## src/rtl/corner_sb_pkg.sv

```systemverilog
// -----------------------------------------------------------------------------
// corner_sb_pkg
// Shared definitions for the corner switch-block configuration tile:
//   - route-mux select encodings (SEL_ZERO / SEL_STRAIGHT / SEL_ROT / SEL_PAD)
//   - configuration FSM state type
//   - cfg_bits(): configuration payload size for a given channel width
//     (two select bits per output track, two output channels).
// -----------------------------------------------------------------------------
package corner_sb_pkg;

  localparam logic [1:0] SEL_ZERO     = 2'd0;
  localparam logic [1:0] SEL_STRAIGHT = 2'd1;
  localparam logic [1:0] SEL_ROT      = 2'd2;
  localparam logic [1:0] SEL_PAD      = 2'd3;

  typedef enum logic [1:0] {
    IDLE  = 2'd0,
    SHIFT = 2'd1,
    FULL  = 2'd2
  } cfg_state_t;

  function automatic int cfg_bits(input int width);
    return 4 * width;
  endfunction

endpackage

```

## src/rtl/sb_route_mux4.sv

```systemverilog
// -----------------------------------------------------------------------------
// sb_route_mux4
// One output track of the corner switch block: 4:1 mux selected by a 2-bit
// route select, with a test override that forces the straight-turn source.
// Ports:
//   i_sel       route select (SEL_* encoding)
//   i_test_en   force SEL_STRAIGHT regardless of i_sel
//   i_straight  straight-turn source bit
//   i_rot       rotated-index source bit
//   i_pad       I/O pad source bit
//   o_q         routed output bit
// -----------------------------------------------------------------------------
module sb_route_mux4
  import corner_sb_pkg::*;
(
  input  logic [1:0] i_sel,
  input  logic       i_test_en,
  input  logic       i_straight,
  input  logic       i_rot,
  input  logic       i_pad,
  output logic       o_q
);

  logic [1:0] w_sel;

  assign w_sel = i_test_en ? SEL_STRAIGHT : i_sel;

  always_comb begin
    case (w_sel)
      SEL_ZERO:     o_q = 1'b0;
      SEL_STRAIGHT: o_q = i_straight;
      SEL_ROT:      o_q = i_rot;
      default:      o_q = i_pad;
    endcase
  end

endmodule

```

## src/rtl/corner_sb_cfg_tile.sv

```systemverilog
// -----------------------------------------------------------------------------
// corner_sb_cfg_tile
// Bottom-left corner switch-block tile with a framed configuration chain.
// Route selects are shifted serially into a shadow register and committed
// atomically to the active register by a frame-checking FSM. The routing
// datapath is purely combinational from the active register and inputs.
//
// Build option: define CFG_PARITY_EN to extend the frame by one trailing
// even-parity bit; a commit with bad parity is rejected.
//
// Ports:
//   prog_clk, prog_reset     clock, synchronous active-high reset
//   ccff_head / ccff_tail    config chain serial in / out (shadow MSB)
//   cfg_shift_en             shift one config bit this cycle
//   cfg_commit               copy shadow to active (checked)
//   test_enable              force straight-through routing
//   chanx_right_in/out       X channel, CHAN_WIDTH tracks
//   chany_top_in/out         Y channel, CHAN_WIDTH tracks
//   right_pad_in, top_pad_in NUM_PADS pad inputs per side
//   cfg_done / cfg_error     sticky result of the last commit
// -----------------------------------------------------------------------------
module corner_sb_cfg_tile
  import corner_sb_pkg::*;
#(
  parameter int CHAN_WIDTH = 30,
  parameter int NUM_PADS   = 4
)(
  input  logic                  prog_clk,
  input  logic                  prog_reset,
  input  logic                  ccff_head,
  input  logic                  cfg_shift_en,
  input  logic                  cfg_commit,
  input  logic                  test_enable,
  input  logic [CHAN_WIDTH-1:0] chanx_right_in,
  input  logic [CHAN_WIDTH-1:0] chany_top_in,
  input  logic [NUM_PADS-1:0]   right_pad_in,
  input  logic [NUM_PADS-1:0]   top_pad_in,
  output logic                  ccff_tail,
  output logic [CHAN_WIDTH-1:0] chanx_right_out,
  output logic [CHAN_WIDTH-1:0] chany_top_out,
  output logic                  cfg_done,
  output logic                  cfg_error
);

  localparam int CFG_BITS = cfg_bits(CHAN_WIDTH);
`ifdef CFG_PARITY_EN
  localparam int PAR_BITS = 1;
`else
  localparam int PAR_BITS = 0;
`endif
  localparam int FRAME_BITS = CFG_BITS + PAR_BITS;
  localparam int CNT_W      = $clog2(FRAME_BITS + 1);
  localparam logic [CNT_W-1:0] CNT_FULL = CNT_W'(FRAME_BITS);

  logic [FRAME_BITS-1:0] r_shadow;
  logic [CFG_BITS-1:0]   r_active;
  logic [CNT_W-1:0]      r_count;
  logic                  r_ovf;
  logic                  r_done;
  logic                  r_error;
  cfg_state_t            r_state;
  cfg_state_t            w_state_nxt;

  logic w_parity_ok;
  logic w_do_shift;
  logic w_frame_start;
  logic w_commit_ok;
  logic w_commit_err;

  // Even parity over the whole frame, parity bit included.
`ifdef CFG_PARITY_EN
  assign w_parity_ok = ~^r_shadow;
`else
  assign w_parity_ok = 1'b1;
`endif

  // FSM: state register
  always_ff @(posedge prog_clk) begin
    if (prog_reset) r_state <= IDLE;
    else            r_state <= w_state_nxt;
  end

  // FSM: next-state logic. Commit wins over a simultaneous shift.
  always_comb begin
    w_state_nxt = r_state;
    if (cfg_commit) begin
      w_state_nxt = IDLE;
    end else if (cfg_shift_en) begin
      case (r_state)
        IDLE:    w_state_nxt = (FRAME_BITS == 1) ? FULL : SHIFT;
        SHIFT:   if (r_count == CNT_FULL - CNT_W'(1)) w_state_nxt = FULL;
        default: w_state_nxt = r_state;
      endcase
    end
  end

  // FSM: output/strobe logic
  always_comb begin
    w_do_shift    = cfg_shift_en & ~cfg_commit;
    w_frame_start = w_do_shift & (r_state == IDLE);
    w_commit_ok   = cfg_commit & (r_state == FULL) & ~r_ovf & w_parity_ok;
    w_commit_err  = cfg_commit & ~w_commit_ok;
  end

  // Shadow/active registers, frame counter, overflow and sticky status
  always_ff @(posedge prog_clk) begin
    if (prog_reset) begin
      r_shadow <= '0;
      r_active <= '0;
      r_count  <= '0;
      r_ovf    <= 1'b0;
      r_done   <= 1'b0;
      r_error  <= 1'b0;
    end else begin
      if (w_do_shift) r_shadow <= {r_shadow[FRAME_BITS-2:0], ccff_head};
      // Parity bit (if any) sits in the LSB; the payload is the upper bits.
      if (w_commit_ok) r_active <= r_shadow[FRAME_BITS-1 -: CFG_BITS];

      if (cfg_commit) begin
        r_count <= '0;
        r_ovf   <= 1'b0;
      end else if (w_do_shift) begin
        if (r_state == IDLE)          r_count <= CNT_W'(1);
        else if (r_count != CNT_FULL) r_count <= r_count + CNT_W'(1);
        // Shifting past a full frame poisons the next commit.
        if (r_state == FULL)          r_ovf   <= 1'b1;
      end

      if (w_frame_start) begin
        r_done  <= 1'b0;
        r_error <= 1'b0;
      end
      if (w_commit_ok)  r_done  <= 1'b1;
      if (w_commit_err) r_error <= 1'b1;
    end
  end

  assign ccff_tail = r_shadow[FRAME_BITS-1];
  assign cfg_done  = r_done;
  assign cfg_error = r_error;

  // Route muxes: X outputs draw from the Y channel / top pads and vice versa.
  genvar gi;
  generate
    for (gi = 0; gi < CHAN_WIDTH; gi++) begin : g_track
      sb_route_mux4 u_mux_x (
        .i_sel      (r_active[2*gi +: 2]),
        .i_test_en  (test_enable),
        .i_straight (chany_top_in[gi]),
        .i_rot      (chany_top_in[(gi+1) % CHAN_WIDTH]),
        .i_pad      (top_pad_in[gi % NUM_PADS]),
        .o_q        (chanx_right_out[gi])
      );
      sb_route_mux4 u_mux_y (
        .i_sel      (r_active[2*CHAN_WIDTH + 2*gi +: 2]),
        .i_test_en  (test_enable),
        .i_straight (chanx_right_in[gi]),
        .i_rot      (chanx_right_in[(gi+1) % CHAN_WIDTH]),
        .i_pad      (right_pad_in[gi % NUM_PADS]),
        .o_q        (chany_top_out[gi])
      );
    end
  endgenerate

endmodule

```

## config.mk

```make
export PLATFORM = sky130hd
export DESIGN_NAME = corner_sb_cfg_tile
export DESIGN_NICKNAME = d
export VERILOG_FILES = /design/src/rtl/corner_sb_pkg.sv /design/src/rtl/sb_route_mux4.sv /design/src/rtl/corner_sb_cfg_tile.sv
export SDC_FILE = /design/constraint.sdc
export NUM_CORES = 1
export LEC_CHECK = 0
export CORE_UTILIZATION = 35
export DETAILED_ROUTE_END_ITERATION = 12
export SLEW_MARGIN = 20
export SYNTH_ARGS = -nofsm -noshare
export SYNTH_HDL_FRONTEND = slang
export SYNTH_SLANG_ARGS = --single-unit
```

## constraint.sdc

```tcl
create_clock -name prog_clk -period 2.1 [get_ports prog_clk]
set_input_delay 0.42 -clock prog_clk [delete_from_list [all_inputs] [get_ports prog_clk]]
set_output_delay 0.42 -clock prog_clk [all_outputs]
set_load 0.02 [all_outputs]
```

# == Word level (Yosys, flattened, before mapping) ==
# Cells that the tools add are included.
# op_classes
addsub,1
eq_ne,125
n_mux,127
bitwise,8
reduce_logical,69
# ops
op,count
1-bit case mux with 3 select lines,60
2-bit by 1-bit == test with 1-bit output (second input constant),61
2-bit == test (second input constant),61
2-bit logical NOT,61
2-bit two-way mux,61
7-bit two-way mux,2
2-bit nonzero test,4
7-bit by 1-bit adder with 7-bit output (second input constant),1
7-bit == test (second input constant),1
7-bit inequality test (second input constant),1
1-bit bitwise AND,5
2-bit case mux with 2 select lines,1
2-bit AND reduction,2
1-bit two-way mux,3
1-bit NOT,3
3-bit AND reduction,1
2-bit inequality test (second input constant),1
2-bit OR reduction,1
# word_totals
reg_bits,252
output_inout_bits,63
word_cells,337

# == Longest topological paths before layout ==
# Gate-level depths: netlist of the first run.
# logic_depth
word_depth,6
mapped_depth,6
depth_no_buf,6

# == Hierarchy ==
# Synthesis of the first run repeated with hierarchy kept, for this count alone.
# unflattened
cells_unflattened,1414
area_unflattened_um2,11128.2
# modules_own_cells
module,n_inst,cells_each,area_each_um2
corner_sb_cfg_tile,1,1114,8800.9
sb_route_mux4,60,5,38.8

# == Worst setup path after synthesis of the first run ==
# Ideal clock, no wire load.
# synth_timing
path_kind,input -> output
from,input port test_enable
to,output port chanx_right_out[10]
t_arrival_ns,1.507
required_time_ns,1.680
path_slack_ns,0.173
path_stages,6
path_cell_list,buf_2 clkbuf_1 buf_2 nor3_1 a221o_1 buf_4
# synth_between
elab_chain_len,3
word_cells_on_any_way,5
cone_classes,2 x eq/ne; 2 x mux; 1 x reduce/logical
# synth_rtl
item,line_no,text
"start, declared",corner_sb_cfg_tile.sv:33,"input logic test_enable,"
2-bit two-way mux (*),sb_route_mux4.sv:26,assign w_sel = i_test_en ? SEL_STRAIGHT : i_sel;
"2-bit == test, or another cell as far along",sb_route_mux4.sv:29,case (w_sel)
1-bit case mux with 3 select lines (*),sb_route_mux4.sv:29,
"end, declared",corner_sb_cfg_tile.sv:39,"output logic [CHAN_WIDTH-1:0] chanx_right_out,"
# Every way passes the cells marked *; elsewhere a longest branch is shown, timed or not.

# == Worst setup path in the final report of the first run ==
# layout_timing
from,input port chanx_right_in[6]
to,output port chany_top_out[6]
# layout_between
elab_chain_len,1
# layout_rtl
item,line_no,text
"start, declared",corner_sb_cfg_tile.sv:34,"input logic [CHAN_WIDTH-1:0] chanx_right_in,"
1-bit case mux with 3 select lines,sb_route_mux4.sv:29,
"end, declared",corner_sb_cfg_tile.sv:40,"output logic [CHAN_WIDTH-1:0] chany_top_out,"
# Every way passes these cells.

==> results of run 1 <==
## power by group through the flow
stage / Sequential [W] / Clock (W) / Combinational [W]
CTS: 0.00479 / 0.00548 / 0.000822
global placement: 0.00489 / 0 / 0.000850
detailed placement: 0.00489 / 0 / 0.000851
floorplan: 0.00489 / 0 / 0.000473
finish: 0.00478 / 0.00535 / 0.000910
global route: 0.00478 / 0.00570 / 0.000964
## registers in the layout, summed over array words and instances (netlist names)
| name | cells |
|---|---|
| r_ovf | 1 |
| cfg_done | 1 |
| r_state | 2 |
| cfg_error | 1 |
| r_active | 120 |
| r_shadow | 120 |
| r_count | 7 |
## worst paths after layout
path / end / from / depth (start not counted)
max: chany_top_out[6] / chanx_right_in[6] / 4
min: r_shadow[84] / prog_reset / 2
max reg2reg: r_active[87] / r_state[1] / 6
min reg2reg: r_active[31] / r_shadow[31] / 2
## worst max-delay path, stage by stage
cell,delay [ns]
clkdlybuf4s50_1,0.47
mux2_4,0.30
a221o_1,0.37
buf_6,0.15
## Yosys cell counts, types with 2 or more instances
cell type / count
inv_1: 5
nand2_1: 547
nand3_1: 2
o311ai_0: 2
clkbuf_1: 50
nor2b_1: 9
a21oi_1: 246
o32ai_1: 2
nor3_1: 61
a221o_1: 59
nor2_1: 12
buf_1: 6
mux2_2: 59
a22oi_1: 2
ha_1: 2
o21ai_0: 3
buf_2: 30
nand4b_1: 2
dfxtp_1: 252
buf_4: 70
## cells by family after synthesis
logic type | Yosys count | share of synthesized area, %
flops | 252 | 45.3
simple gates | 642 | 23.0
mux | 60 | 6.06
buf+inv | 162 | 8.16
compound gates | 319 | 17.3
fa+ha+maj | 2 | 0.225
## layer usage
layer | up-vias | wire, µm
li1 | 4967 | -
met1 | 4618 | 13800
met2 | 203 | 13600
met3 | 23 | 1200
met4 | 0 | 273
met5 | - | 0
## through the flow
step | setup slack [ns] | std cells | hold WS [ns] | utilization [%]
detailed placement | -0.619 | 1870 | 0.457 | 41.4
global route | -0.0603 | 1933 | 0.162 | 46.4
global placement | -0.605 | 1870 | 0.452 | 41.4
floorplan | 0.173 | 1437 | 0.436 | -
CTS | -0.242 | 1925 | 0.147 | 44.3
finish | -0.0245 | 1933 | 0.170 | 46.4
## area by class of cell
cell class	count	area share (%)
well taps	396	3.45
flip-flops and latches	252	35.7
clock inverters	10	1.25
clock buffers	42	5.95
inverters	6	0.157
repair buffers	204	15.4
multi-input cells	1023	38.1
## timing repair
item                       in CTS  in global routing
gates resized for setup       301                210
hold buffers                    0                  0
pin swaps                       2                 29
setup buffers                   4                  9
setup endpoints to repair      60                 59
==> summary.md, run 1 <==
| Metric | Value |
|---|---|
| Outcome | finished with violations |
| Failing checks | negative setup slack |
| Setup repair after global routing missed its margin | true |
| Final worst-path cycle share | 101% |
| CTS sink cnt | 252 |
| Routed Antenna Nets | 0 |
| Share of the synthesized area in the top cell type | a little under half |
| Critical path class | input pin to output pin |
| Maximum number of pins on one net before global-route repair | between 150 and 200 |
| Cell accounting for the most synthesized area | dfxtp_1 |
| Switching Share | a little over a fifth |
| Total negative slack for setup checks | -0.0245 ns |
| Vias per std cell | 5.08 |
| Die area | 0.0325 mm² |
| Total via count after detailed routing | around 9800 |
| Peak supply drop | 0.000522 V |
| Count of final hold-check violations | 0 |
| Sequential element share of the synthesized area | a little under half |
| Die Width | approximately 180 µm |
| Number of diodes | 0 |
| Worst-margin pin slew | 0.665 ns |
| Number of synthesized flops with an enable pin | 0 |
| Final period demand of the worst path | around 2.1 ns |
| Internal cell power | 0.00863 W |
| Met1 layer usage reported by global route | a little under a quarter |
| Area used by multi-input combinational logic | around 0.0055 mm² |
| Area inside the core boundary | 0.0309 mm² |
| Count of nets after finishing | 1591 |
| Net switching power of the design | 0.00241 W |
| Worst path arrival time | 1.70 ns |
| Routing usage on met2 | around 29% |
| Setup slack of the most critical reg-to-reg path | approximately 0.55 ns |
| Max-slew violation count | 0 |
| Area added between synthesis and finish | 28.9% |
| Nature of the critical path startpoint | input pin |
| Most common cell after layout, fill and taps aside | nand2_1 |
| Overall power consumption | 0.0110 W |
| Overflow after GRT | 0 |
| Required time worst endpoint | 1.68 ns |
| Clock root buffer | clkbuf_16 |
| Via count of the first global-routing pass | 9154 |
| Worst slew slack as a fraction of its limit | 55.7% |
| Top cells by area in the synthesized netlist | dfxtp_1 45%, nand2_1 18%, a21oi_1 11% |
| Clock tree from TritonCTS | built |
| Die Y-Extent | around 180 µm |
| Clock share of power | 48.4% |
| Category of the worst setup path capture point | output pin |
| Post-synthesis cell count | 1437 |
| Commonest non-fill, non-tap cells in the layout | 547 x nand2_1, 246 x a21oi_1, 193 x dfxtp_1 |
| Number of remaining DRC errors | 0 |
| Combined area of all synthesized cells | between 0.01 and 0.015 mm² |
| Num rows | 64 |
| Fraction of power consumed by combinational cells | 8.2% |
| Final worst slack | -0.0245 ns |
| Per-cell routed wire length | 14.9 µm |
| Cell area after placement | 0.0128 mm² |
| Total clock buffers created by CTS | 28 |
| Final weighted congestion in routability-driven placement | 0.795 |
| First-pass GRT wire length | 46600 µm |
| Number of distinct library cell variants in the gate-level netlist after synthesis | 36 |
| Synthesis-stage register bit count | 252 |
| Number of antenna violations at the first check in global routing | 0 |
| All-Layer GR Usage | between 10% and 20% |
| Effective utilization at floorplan | 36.0% |
| Filler cell count in the final layout | 3041 |
| Maximum clock path buffer count | 3 |
| Critical path peak fanout | 3 |
| Post-synth top flop | dfxtp_1 |
| Post-synthesis area per instance | 7.75 µm² |
| PortBufs | 136 |
| Drt total wl | between 20000 and 30000 µm |
| Upper clock frequency limit | 0.471 GHz |
| Post-synthesis net count | 1513 |
| Power per cell area | 769 mW/mm² |
| Clock slew seen by the registers of the worst setup and hold paths | approximately 0.060 ns |
| Synth Warn # | 0 |
| Max-cap check violation count | 0 |
| Skew-Pair Late Insertion Delay | around 0.53 ns |
| Synth async-reset ratio | 0% |
| Worst hold path class | input pin to flip-flop |
| Fraction of layout instances using a drive strength above 1 | 20.1% |
| H-tree level count | 1 |
| Leakage Power | 5.09 nW |
| Total of endpoints with negative setup slack in the final report | 1 |
| Clock skew after layout | approximately 0.011 ns |
| Flip-flop and latch area | about 0.0051 mm² |
| Part of the total power dissipated in sequential elements | 43.3% |
| First-pass iteration count of the detailed router | 5 |
| Global Route met3 Usage | 2.67% |
| Layer with the highest usage after global routing | met2 |
| Ports | 137 |
| Drt first-iter violations | slightly above 700 |
| Detailed placement HPWL | between 15000 and 20000 µm |
| Final design area excluding fillers | roughly 0.014 mm² |
Note: power is estimated with default switching activity, not from simulation.
==> run 2: changes to the inputs <==
==> constraint.sdc (replaced) <==
create_clock -name prog_clk -period 2.1 [get_ports prog_clk]
set_input_delay 0.525 -clock prog_clk [delete_from_list [all_inputs] [get_ports prog_clk]]
set_output_delay 0.525 -clock prog_clk [all_outputs]
set_load 0.02 [all_outputs]
==> summary.md, run 2 (synthesis results as in run 1) <==
| Metric | Value |
|---|---|
| H-tree level count | 1 (unchanged) |
| CTS sink cnt | 252 (unchanged) |
| Vias per std cell | 5.05 (-0.59%) |
| Destination of the worst register-to-register timing path | r_active[110] |
| Clock tree from TritonCTS | built |
| Number of cells traversed by the worst hold path | 2 (unchanged) |
| Worst slew slack as a fraction of its limit | 66.4% (+11 points) |
| Commonest non-fill, non-tap cells in the layout | 547 x nand2_1, 246 x a21oi_1, 208 x dfxtp_1 |
| Upper clock frequency limit | 0.407 GHz (-13%) |
| Num rows | 64 (unchanged) |
| Start point of the worst hold path | prog_reset |
| Die Y-Extent | 180 µm (unchanged) |
| Number of buffer and inverter instances along the worst setup path | 2 (unchanged) |
| Clock slew seen by the registers of the worst setup and hold paths | 0.06 ns (about the same) |
| Routed Antenna Nets | 0 (unchanged) |
| Global Route met3 Usage | 2.34% (-0.32 points) |
| Number of cells on the worst reg-to-reg path | 5 (-1) |
| Worst path top cell family by delay | buffers and inverters |
| Fraction of layout instances using a drive strength above 1 | 20.8% (+0.68 points) |
| Count of final hold-check violations | 0 (unchanged) |
| Final period demand of the worst path | 2.45 ns (+0.330 ns) |
| Layer with the highest usage after global routing | met2 |
| Beginning of the worst register-to-register path | r_state[0] |
| Maximum clock path buffer count | 3 (unchanged) |
| Ordered list of cells on the worst path | clkdlybuf4s50_1 > nor2b_4 > mux2_2 > a221o_1 > buf_6 |
| Detailed placement HPWL | 18700 µm (+0.67%) |
| Power per cell area | 727 mW/mm² (-5.4%) |
| Count of nets after finishing | 1623 (+2.0%) |
| Setup Slack @ Placement | -0.814 ns (-0.195 ns) |
| PortBufs | 136 (unchanged) |
| Setup repair after global routing missed its margin | true |
| Setup slack of the most critical reg-to-reg path | 0.50 ns (-0.05 ns) |
| Via count of the first global-routing pass | 9137 (-0.19%) |
| First-pass GRT wire length | 47800 µm (+2.5%) |
| Required time worst endpoint | 1.57 ns (-0.11 ns) |
| Final worst-path cycle share | 117% (+16 points) |
| Overflow after GRT | 0 (unchanged) |
| Met1 layer usage reported by global route | 24.6% (+1.3 points) |
| Peak supply drop | 0.000621 V (+19%) |
| Total of endpoints with negative setup slack in the final report | 59 (+58) |
| Clock root buffer | clkbuf_16 |
| Number of cells on the critical path | 5 (+1) |
| All-Layer GR Usage | 17.8% (+0.53 points) |
| Critical path peak fanout | 8 (+5) |
| Clock skew after layout | 0.00811 ns (-0.00309 ns) |
| Master of the slowest instance on the critical path | clkdlybuf4s50_1 |
| Max-slew violation count | 0 (unchanged) |
| Total negative slack for setup checks | -6.50 ns (-6.47 ns) |
| Final worst slack | -0.355 ns (-0.330 ns) |
| Skew-Pair Late Insertion Delay | 0.53 ns (about the same) |
| Drt first-iter violations | 831 (+16%) |
| Outcome | finished with violations |
| Worst hold path class | input pin to flip-flop |
| Area added between synthesis and finish | 29.2% |
| Total via count after detailed routing | 9894 (+0.85%) |
| Routing usage on met2 | 29.3% (+0.65 points) |
| First-pass iteration count of the detailed router | 5 (unchanged) |
| Max-cap check violation count | 0 (unchanged) |
| Area inside the core boundary | 0.0309 mm² (unchanged) |
| Per-cell routed wire length | 15.0 µm (+0.43%) |
| Total clock buffers created by CTS | 27 (-3.6%) |
| Nature of the critical path startpoint | input pin |
| Critical path class | input pin to output pin |
| Number of antenna violations at the first check in global routing | 0 (unchanged) |
| Effective utilization at floorplan | 36.0% (unchanged) |
| Worst-margin pin slew | 0.503 ns (-0.161 ns) |
| Largest registers ranked by flip-flop count | r_active (120), r_shadow (120), r_count (7) |
| Overall power consumption | 0.0105 W (-5.2%) |
| Maximum number of pins on one net before global-route repair | 103 (-34%) |
| Number of remaining DRC errors | 0 (unchanged) |
| Worst path arrival time | 1.93 ns (+0.23 ns) |
| Ports | 137 (unchanged) |
| Post-Route Hold Slack | 0.377 ns (+0.208 ns) |
| Most common cell after layout, fill and taps aside | nand2_1 |
| Category of the worst setup path capture point | output pin |
| Drt total wl | 29400 µm (+1.9%) |
| Failing checks | negative setup slack |
| Utilization after layout | 46.5% (+0.093 points) |
| Hold worst-path end | r_active[99] |
| Final weighted congestion in routability-driven placement | 0.778 (-2.2%) |
| Largest incremental delay on the critical path | 0.46 ns (about the same) |
| Die area | 0.0325 mm² (unchanged) |
| Leakage Power | 5.20 nW (+2.3%) |
| Die Width | 180 µm (unchanged) |
## run 2: metrics by stage
| stage | cells | instance area [µm²] |
|---|---|---|
| floorplan | 1437 | 11100 |
| global placement | 1912 | 13200 |
| detailed placement | 1912 | 13200 |
| CTS | 1958 | 14300 |
| global route | 1960 | 14400 |
| finish | 1961 | 14400 |
## run 2: timing repair
item                                    4_1_cts  5_1_grt
pin swaps                                    33       20
hold buffers                                  0        0
setup buffers                                22        2
endpoints found under the setup margin       60       60
gates cloned                                  0        0
resized for setup                           508       35
## run 2: worst max-delay path by stage
stage / slack (ns) / start / end
floorplan: 0.05 / test_enable / chanx_right_out[10]
global placement: -0.81 / top_pad_in[0] / chanx_right_out[28]
detailed placement: -0.81 / right_pad_in[1] / chany_top_out[1]
CTS: -0.39 / top_pad_in[0] / chanx_right_out[20]
global route: -0.40 / top_pad_in[0] / chanx_right_out[24]
finish: -0.35 / top_pad_in[0] / chanx_right_out[20]
## run 2: worst reg2reg max path: cells and delay by family, from the launching register on
kind                   cells  cell delay (ns)
buffers and inverters      2             0.53
flip-flops                 1             0.43
AND/OR/NAND/NOR            2             0.38
AO/OA/AOI/OAI              1             0.18
## run 2: final cells by class
type | count | area [µm²]
Clock inverter | 8 | 123
Clock buffer | 38 | 757
Inverter | 6 | 22.5
Multi-Input combinational cell | 1023 | 5430
Timing Repair Buffer | 237 | 2450
Fill cell | 3051 | 16500
Antenna cell | 1 | 2.50
Sequential cell | 252 | 5100
Tap cell | 396 | 495
## run 2: report_power, final
group	switching (W)	total, W	internal (W)
logic	0.000488	0.000910	0.000422
clock network	0.00190	0.00477	0.00286
registers	0.00000412	0.00479	0.00478
## run 2: routing by layer
layer	part of all wire [%]	vias to the layer above
met5	0	-
met4	1.4	0
met3	4.3	35
met2	47	210
met1	48	4616
li1	-	5033
==> run 3: changes to the inputs <==
- PLACE_DENSITY: unset -> 0.61
- SLEW_MARGIN: 20 -> unset
==> summary.md, run 3 (synthesis results as in run 1) <==
| Metric | Value |
|---|---|
| Outcome | finished with violations |
| Failing checks | negative setup slack |
| Number of antenna violations at the first check in global routing | 0 (unchanged) |
| Post-route insts no fill | 1988 (+1.4%) |
| Area used by multi-input combinational logic | 0.00548 mm² (+0.85%) |
| Number of cells on the worst reg-to-reg path | 6 (+1) |
| Most common cell after layout, fill and taps aside | nand2_1 |
| H-tree level count | 1 (unchanged) |
| Leakage Power | 5.38 nW (+3.4%) |
| Crit path capture | chanx_right_out[0] |
| Maximum clock path buffer count | 3 (unchanged) |
| All-Layer GR Usage | 17.9% (+0.10 points) |
| Category of the worst setup path capture point | output pin |
| Destination of the worst register-to-register timing path | r_active[13] |
| Die area | 0.0325 mm² (unchanged) |
| PortBufs | 136 (unchanged) |
| Flip-flop and latch area | 0.00512 mm² (+0.44%) |
| Source of the critical timing path | test_enable |
| Largest registers ranked by flip-flop count | r_active (120), r_shadow (120), r_count (7) |
| Routed Antenna Nets | 0 (unchanged) |
| Power per cell area | 703 mW/mm² (-3.4%) |
| First-pass iteration count of the detailed router | 6 (+1) |
| Die Width | 180 µm (unchanged) |
| Critical path class | input pin to output pin |
| Detailed placement HPWL | 19300 µm (+2.7%) |
| Required time worst endpoint | 1.57 ns (about the same) |
| Clock slew seen by the registers of the worst setup and hold paths | 0.06 ns (about the same) |
| Clock tree from TritonCTS | built |
| Effective utilization at floorplan | 36.0% (unchanged) |
| Total via count after detailed routing | 10000 (+1.2%) |
| Max-cap check violation count | 0 (unchanged) |
| Final period demand of the worst path | 2.24 ns (-0.215 ns) |
| Number of placed instances with taps included | 1910 (-0.10%) |
| Worst slew slack as a fraction of its limit | 70.9% (+4.5 points) |
| Post-Route Hold Slack | 0.324 ns (-0.0530 ns) |
| Peak supply drop | 0.000569 V (-8.4%) |
| Worst-margin pin slew | 0.432 ns (-0.0715 ns) |
| Total clock buffers created by CTS | 28 (+3.7%) |
| Per-cell routed wire length | 14.8 µm (-1.1%) |
| Overflow after GRT | 0 (unchanged) |
| Commonest non-fill, non-tap cells in the layout | 547 x nand2_1, 246 x a21oi_1, 192 x dfxtp_1 |
| Number of remaining DRC errors | 0 (unchanged) |
| CTS sink cnt | 252 (unchanged) |
| Skew-Pair Late Insertion Delay | 0.54 ns (about the same) |
| Drt total wl | 29500 µm (+0.28%) |
| Drt first-iter violations | 645 (-22%) |
| Clock root buffer | clkbuf_16 |
| Fraction of layout instances using a drive strength above 1 | 22.9% (+2.1 points) |
| Utilization after layout | 47.5% (+0.98 points) |
| Final worst slack | -0.140 ns (+0.215 ns) |
| Count of nets after finishing | 1646 (+1.4%) |
| Via count of the first global-routing pass | 9323 (+2.0%) |
| Setup slack of the most critical reg-to-reg path | 0.53 ns (+0.03 ns) |
| Setup repair after global routing missed its margin | true |
| Area added between synthesis and finish | 31.9% |
| Final weighted congestion in routability-driven placement | 0.773 (-0.60%) |
| Total of endpoints with negative setup slack in the final report | 59 (unchanged) |
| Ports | 137 (unchanged) |
| Critical path peak fanout | 8 (unchanged) |
| Die Y-Extent | 180 µm (unchanged) |
| Final worst-path cycle share | 107% (-10 points) |
| Beginning of the worst register-to-register path | r_state[1] |
| Max-slew violation count | 0 (unchanged) |
| First-pass GRT wire length | 48400 µm (+1.3%) |
| Worst hold path class | input pin to flip-flop |
| Area inside the core boundary | 0.0309 mm² (unchanged) |
| Vias per std cell | 5.04 (-0.17%) |
| Clock skew after layout | 0.0126 ns (+0.00454 ns) |
| Nature of the critical path startpoint | input pin |
| Count of final hold-check violations | 0 (unchanged) |
| Upper clock frequency limit | 0.446 GHz (+9.6%) |
| Maximum number of pins on one net before global-route repair | 73 (-29%) |
| Worst path arrival time | 1.71 ns (-0.22 ns) |
| Filler cell count in the final layout | 3008 (-1.4%) |
| Num rows | 64 (unchanged) |
run 3: cell type report:
class / instances / area share, %
Multi-Input combinational cell: 1023 / 37.3
Sequential cell: 252 / 34.9
Timing Repair Buffer: 259 / 18.4
Clock buffer: 43 / 5.49
Tap cell: 396 / 3.37
Clock inverter: 8 / 0.400
Inverter: 6 / 0.153
Antenna cell: 1 / 0.0170
run 3: through the flow:
stage / power [W] / cell area (µm²) / setup WS [ns] / setup TNS, ns
after floorplan: 0.00537 / 11100 / 0.0540 / 0
after global placement: 0.00577 / 13200 / -1.25 / -62.32
after detailed placement: 0.00577 / 13200 / -1.24 / -62.17
after CTS: 0.0104 / 14600 / -0.148 / -5.03
after global routing: 0.0107 / 14700 / -0.146 / -5.96
final: 0.0103 / 14700 / -0.140 / -3.83
run 3: worst min-delay path by stage:
stage                     slack [ns]            end  cells after the start           from
after global routing            0.32  r_shadow[111]                      2     prog_reset
after floorplan                 0.44  r_active[119]                      2  r_active[119]
after CTS                       0.30  r_active[112]                      2     prog_reset
after detailed placement        0.46   r_shadow[37]                      2   r_shadow[36]
after global placement          0.45  r_active[119]                      2  r_active[119]
final                           0.32  r_active[113]                      2     prog_reset
run 3: layer usage:
layer | track usage (%) | vias up | part of all wire (%)
met2 | 29.7 | 216 | 46
met5 | 0 | - | 0
met1 | 24.1 | 4666 | 48
met3 | 2.55 | 45 | 4.0
li1 | - | 5086 | -
met4 | 4.72 | 0 | 2.6
run 3: critical path: stages:
cell and delay, ns:
buf_16 0.09, buf_8 0.12, nor2b_4 0.05, buf_12 0.15, mux2_2 0.26, a221o_1 0.34
buf_2 0.18
run 3: report_power, final:
part           switching, W  leakage (nW)  internal [W]
sequential       0.00000389          2.06       0.00478
clock               0.00193         0.428       0.00265
combinational      0.000495          2.89      0.000459
run 3: timing repair:
item | 4_1_cts | 5_1_grt
gates cloned | 1 | 0
endpoints found under the setup margin | 60 | 61
hold buffers | 0 | 0
pin swaps | 20 | 24
resized for setup | 573 | 23
setup buffers | 27 | 3
